### config.mk
export PLATFORM = sky130hd
export DESIGN_NAME = pmod_als_emu_flat
export DESIGN_NICKNAME = d
export VERILOG_FILES = /design/src/rtl/pmod_als_emu_if.sv /design/src/rtl/pmod_als_emu.sv /design/src/flat_wrapper.sv
export SDC_FILE = /design/constraint.sdc
export NUM_CORES = 1
export LEC_CHECK = 0
export BUFFER_PORTS_ARGS = -buffer_cell sky130_fd_sc_hd__buf_2
export CAP_MARGIN = 20
export CORE_UTILIZATION = 45
export DETAILED_ROUTE_END_ITERATION = 10
export PLACE_DENSITY_LB_ADDON = 0.25
export SLEW_MARGIN = 15
export SYNTH_ARGS = -nofsm -noshare
export SYNTH_HDL_FRONTEND = slang
export SYNTH_SLANG_ARGS = --single-unit
### constraint.sdc
create_clock -name clk -period 2.08 [get_ports clk]
set_clock_uncertainty 0.05 [all_clocks]
set_input_delay 0.624 -clock clk [delete_from_list [all_inputs] [get_ports clk]]
set_output_delay 0.624 -clock clk [all_outputs]
set_load 0.02 [all_outputs]
### src/rtl/pmod_als_emu_if.sv
// SPI link between an ALS reader (master) and the PmodALS emulator (slave).
// cs/sck are generated by the reader; sdo/sdo_oe are returned by the emulator.
interface pmod_als_emu_if;
  logic cs;
  logic sck;
  logic sdo;
  logic sdo_oe;

  modport master (
    output cs,
    output sck,
    input  sdo,
    input  sdo_oe
  );

  modport slave (
    input  cs,
    input  sck,
    output sdo,
    output sdo_oe
  );
endinterface

### src/rtl/pmod_als_emu.sv
// PmodALS (ADC081S021-style) SPI responder: per chip-select, shifts out
// LEAD_ZEROS zeros, then the captured value MSB first, then zeros.
module pmod_als_emu #(
  parameter int LEAD_ZEROS = 3,
  parameter int DATA_BITS  = 8
) (
  input  logic                 clk,
  input  logic                 rst_n,
  pmod_als_emu_if.slave        spi,
  input  logic [DATA_BITS-1:0] value,
  output logic                 busy,
  output logic                 frame_done,
  output logic                 frame_abort
);

  localparam int FRAME_BITS = LEAD_ZEROS + DATA_BITS;
  localparam logic [4:0] LAST_BIT_CNT = 5'(FRAME_BITS - 1);
  localparam logic [4:0] CNT_MAX      = 5'd31;

  typedef enum logic [1:0] {
    S_IDLE,
    S_SHIFT,
    S_TAIL
  } state_t;

  // [0],[1] synchronize; [2] is the history flop for edge detection
  logic [2:0] cs_sync_reg;
  logic [2:0] sck_sync_reg;

  state_t                  state_reg, state_next;
  logic [FRAME_BITS-1:0]   shift_reg, shift_next;
  logic [4:0]              bit_cnt_reg, bit_cnt_next;
  logic                    frame_done_reg, frame_done_next;
  logic                    frame_abort_reg, frame_abort_next;

  logic cs_fall;
  logic cs_rise;
  logic sck_fall;

  always_ff @(posedge clk or negedge rst_n) begin
    if (!rst_n) begin
      cs_sync_reg  <= 3'b111;
      sck_sync_reg <= 3'b000;
    end else begin
      cs_sync_reg  <= {cs_sync_reg[1:0], spi.cs};
      sck_sync_reg <= {sck_sync_reg[1:0], spi.sck};
    end
  end

  assign cs_fall  = cs_sync_reg[2] & ~cs_sync_reg[1];
  assign cs_rise  = ~cs_sync_reg[2] & cs_sync_reg[1];
  assign sck_fall = sck_sync_reg[2] & ~sck_sync_reg[1];

  always_ff @(posedge clk or negedge rst_n) begin
    if (!rst_n) begin
      state_reg       <= S_IDLE;
      shift_reg       <= '0;
      bit_cnt_reg     <= '0;
      frame_done_reg  <= 1'b0;
      frame_abort_reg <= 1'b0;
    end else begin
      state_reg       <= state_next;
      shift_reg       <= shift_next;
      bit_cnt_reg     <= bit_cnt_next;
      frame_done_reg  <= frame_done_next;
      frame_abort_reg <= frame_abort_next;
    end
  end

  always_comb begin
    state_next       = state_reg;
    shift_next       = shift_reg;
    bit_cnt_next     = bit_cnt_reg;
    frame_done_next  = 1'b0;
    frame_abort_next = 1'b0;

    case (state_reg)
      S_IDLE: begin
        // sck edges are meaningless while deselected, so only cs_fall matters
        if (cs_fall) begin
          shift_next   = {{LEAD_ZEROS{1'b0}}, value};
          bit_cnt_next = '0;
          state_next   = S_SHIFT;
        end
      end

      S_SHIFT: begin
        // cs_rise takes priority over a coincident sck_fall
        if (cs_rise) begin
          frame_abort_next = 1'b1;
          shift_next       = '0;
          bit_cnt_next     = '0;
          state_next       = S_IDLE;
        end else if (sck_fall) begin
          shift_next   = {shift_reg[FRAME_BITS-2:0], 1'b0};
          bit_cnt_next = bit_cnt_reg + 5'd1;
          if (bit_cnt_reg == LAST_BIT_CNT) begin
            state_next = S_TAIL;
          end
        end
      end

      S_TAIL: begin
        if (cs_rise) begin
          frame_done_next = 1'b1;
          shift_next      = '0;
          bit_cnt_next    = '0;
          state_next      = S_IDLE;
        end else if (sck_fall && (bit_cnt_reg != CNT_MAX)) begin
          bit_cnt_next = bit_cnt_reg + 5'd1;
        end
      end

      default: begin
        state_next   = S_IDLE;
        shift_next   = '0;
        bit_cnt_next = '0;
      end
    endcase
  end

  // The first leading zero is presented as soon as S_SHIFT is entered
  assign spi.sdo     = (state_reg == S_SHIFT) & shift_reg[FRAME_BITS-1];
  assign spi.sdo_oe  = (state_reg != S_IDLE);
  assign busy        = (state_reg != S_IDLE);
  assign frame_done  = frame_done_reg;
  assign frame_abort = frame_abort_reg;

endmodule
### src/flat_wrapper.sv
// flat-port wrapper written by rule: the top's interface ports become plain ports
module pmod_als_emu_flat 
#(
  parameter int LEAD_ZEROS = 3,
  parameter int DATA_BITS  = 8
)
  (clk, rst_n, value, busy, frame_done, frame_abort, spi_cs, spi_sck, spi_sdo, spi_sdo_oe);
  pmod_als_emu_if spi_i ();
  input  logic clk;
  input  logic rst_n;
  input  logic [DATA_BITS-1:0] value;
  output logic busy;
  output logic frame_done;
  output logic frame_abort;
  input wire logic [$bits(spi_i.cs)-1:0] spi_cs;
  input wire logic [$bits(spi_i.sck)-1:0] spi_sck;
  output wire logic [$bits(spi_i.sdo)-1:0] spi_sdo;
  output wire logic [$bits(spi_i.sdo_oe)-1:0] spi_sdo_oe;
  assign spi_i.cs = spi_cs;
  assign spi_i.sck = spi_sck;
  assign spi_sdo = spi_i.sdo;
  assign spi_sdo_oe = spi_i.sdo_oe;
  pmod_als_emu #(.LEAD_ZEROS(LEAD_ZEROS), .DATA_BITS(DATA_BITS)) u_core (.clk(clk), .rst_n(rst_n), .spi(spi_i), .value(value), .busy(busy), .frame_done(frame_done), .frame_abort(frame_abort));
endmodule
==> reports/metrics.cfg <==
[run_status]
status=finished, violations left
violations=design-rule violations

[logic_synthesis]
avgSynthCellArea_um2=12.24
synth_area_leader_cell=dfrtp_1
synth_top_area_share_pct=42.36
netlist_area_um2=1359
synthMuxAreaShare_pct=11.05
synth-main-ff-cell=dfrtp_1
ys_types=44
syn_inst=111
synth_commonest_cells=dfrtp_1 (23), inv_1 (7), ha_1 (6)
yosys.area_share.xor_xnor_pct=0
ys_warn_count=0
synth_edf_count=0
synth_fp_nets=129
synthSimpleGateAreaFrac_pct=13.63
synthAdderAreaFrac_pct=5.525
synth-async-reset-ratio_pct=100.0
synth_top_family_by_area=compound AO/OA/AOI/OAI gates
yosysSeqAreaShare_pct=48.16
synth_seq_cells=26
synth_compound_area_share_pct=16.30
synthTopCellsByArea=dfrtp_1 (42%), dfstp_2 (5.8%), ha_1 (5.5%)
synthMostInstantiatedCell=dfrtp_1

[final_layout]
post-route-util_pct=58.61
largest_register_ff_count=11
fill_cells=240
area_growth_pct=20.99
drive_gt1_share_pct=49.29
finalNetCount=159
n_antenna_cell=0
design_area_um2=1644

[sta]
slew_headroom_pct=62.25
rsz0062_at_grt=true
finalSetupViolations=0
hold_violations=0
fin_hold_ws_ns=0.2194
slew_viol_final=0
timing.fmax_mhz=488.8
finalCriticalPeriod_ns=2.046
setup_ws_ns=0.03412
tightest_slew_ns=0.5663
fin_crit_sh_pct=98.36

[clock_network]
htreeDepth=1
cts_hold_buf=0
cts_tree=done
numCtsBuffers=3
cts.sink_count=26
clockRootBuffer=clkbuf_4
clkLatencyLatePin_ns=0.32
cts_buffer_depth=2
clkTransAtPathRegs_ns=0.14

[pwr]
ir_drop_mv=0.6584
seqPwrFrac_pct=35.9
p_int_w=0.001320
power_switching_share_pct=34.71
switchingPower_w=0.0007016
p_leak_nw=0.7871
powerDensity_nw_per_um2=1230
clockPowerShare_pct=12.7
power_frac_comb_pct=51.3

[route]
antenna_left=0
dr.pass1.iters=7
vias_per_cell=5.550
drc=2
via_count=949
wl_um=2415
wl_per_cell_um=14.12
drt_iter0_markers=44

[global_routing]
grt_start_max_net_pins=27
overflow=0
antenna_found_initial=0
grt_usage_pct=16.25
grt_pass1_vias=897
grt_pass1_wl_um=4015

[placed_design]
place.gp.congestion=0.8015
hpwl_um=1661
place_ws_ns=-0.001778
place_area_um2=1491
port_buffers=16

[critical_path]
cp_max_fo=4
cp.required_ns=2.25
critPathKind=reg -> reg
cp.arrival_ns=2.22
endpoint_kind=register
start_kind=register

[floorplan]
io_pins=17
design.die.area_um2=3243
core_um2=2805
die_x_um=56.95
num_rows=19
initial_core_util_pct=48.44
die_h_um=56.95

[job]
max_cap_violations=0

[hold_path]
hold_path.class=in -> async

==> power groups by stage <==
stage               combinational (W)  clock, W  sequential, W
finish                        0.00104  0.000258       0.000726
global route                  0.00113  0.000285       0.000744
CTS                          0.000911  0.000265       0.000720
detailed placement           0.000853         0       0.000729
global placement             0.000841         0       0.000721
floorplan                    0.000704         0       0.000713
==> critical path: stages (launching register included) <==
cell and delay [ns]:
dfrtp_1 0.41, inv_2 0.08, ha_4 0.17, buf_4 0.13, buf_4 0.14, nor2_2 0.18
a21oi_2 0.07, o22ai_1 0.24, buf_4 0.18, mux2_1 0.32
==> cell type report <==
class | count | area (um^2) | area share, %
multi-input combinational | 74 | 678.2 | 41.25
sequential | 26 | 654.4 | 39.80
timing repair buffer | 29 | 207.7 | 12.63
tap | 31 | 38.79 | 2.359
clock buffer | 4 | 36.28 | 2.207
inverter | 7 | 28.78 | 1.750
==> stage by stage <==
step / setup TNS (ns) / total power, W / cells
after global placement: 0 / 0.001561 / 162
after global routing: -0.1055 / 0.002157 / 171
after CTS: 0 / 0.001896 / 167
final: 0 / 0.002022 / 171
after detailed placement: -0.003503 / 0.001582 / 162
after floorplan: 0 / 0.001417 / 111
==> path summary, 6_finish.rpt <==
kind / depth (start not counted) / endpoint / slack, ns / from
worst min register to register: 0 / u_core.sck_sync_reg[1] / 0.32 / u_core.sck_sync_reg[0]
max in group asynchronous: 1 / u_core.cs_sync_reg[2] / 1.37 / rst_n
worst max-delay path: 9 / u_core.bit_cnt_reg[4] / 0.03 / u_core.state_reg[1]
worst min-delay path: 1 / u_core.frame_done / 0.22 / rst_n
worst max register to register: 9 / u_core.bit_cnt_reg[4] / 0.03 / u_core.state_reg[1]
min in group clk: 0 / u_core.sck_sync_reg[1] / 0.32 / u_core.sck_sync_reg[0]
==> repair_timing <==
item,CTS,global route
resized for setup,9,15
setup endpoints to repair,5,5
endpoints found under the hold margin,0,0
buffers inserted,1,4
pin swaps,1,4
==> logic make-up after synthesis <==
| family | Yosys count |
|---|---|
| adder cells (fa/ha/maj) | 6 |
| multiplexers | 12 |
| flip-flops | 26 |
| buffers and inverters | 11 |
| AO/OA/AOI/OAI | 26 |
| AND/OR/NAND/NOR | 30 |
==> cells in the final DEF (no fill, tap or decap), types with 3 or more instances in the layout <==
cell type  count
a22o_2         5
and3_1         3
buf_2         13
buf_4         11
buf_6          4
clkbuf_4       3
dfrtp_1       23
dfstp_2        3
inv_1          4
mux2_4         5
mux2i_1        3
nand2_1        4
o21ai_0        3
==> layer usage <==
layer / part of all wire (%) / global-route usage (%)
met4: 1.4 / 7.317
met5: 0 / 0
met1: 49 / 22.52
met3: 3.6 / 2.721
met2: 46 / 25.21
(Power assumes the default switching activity.)
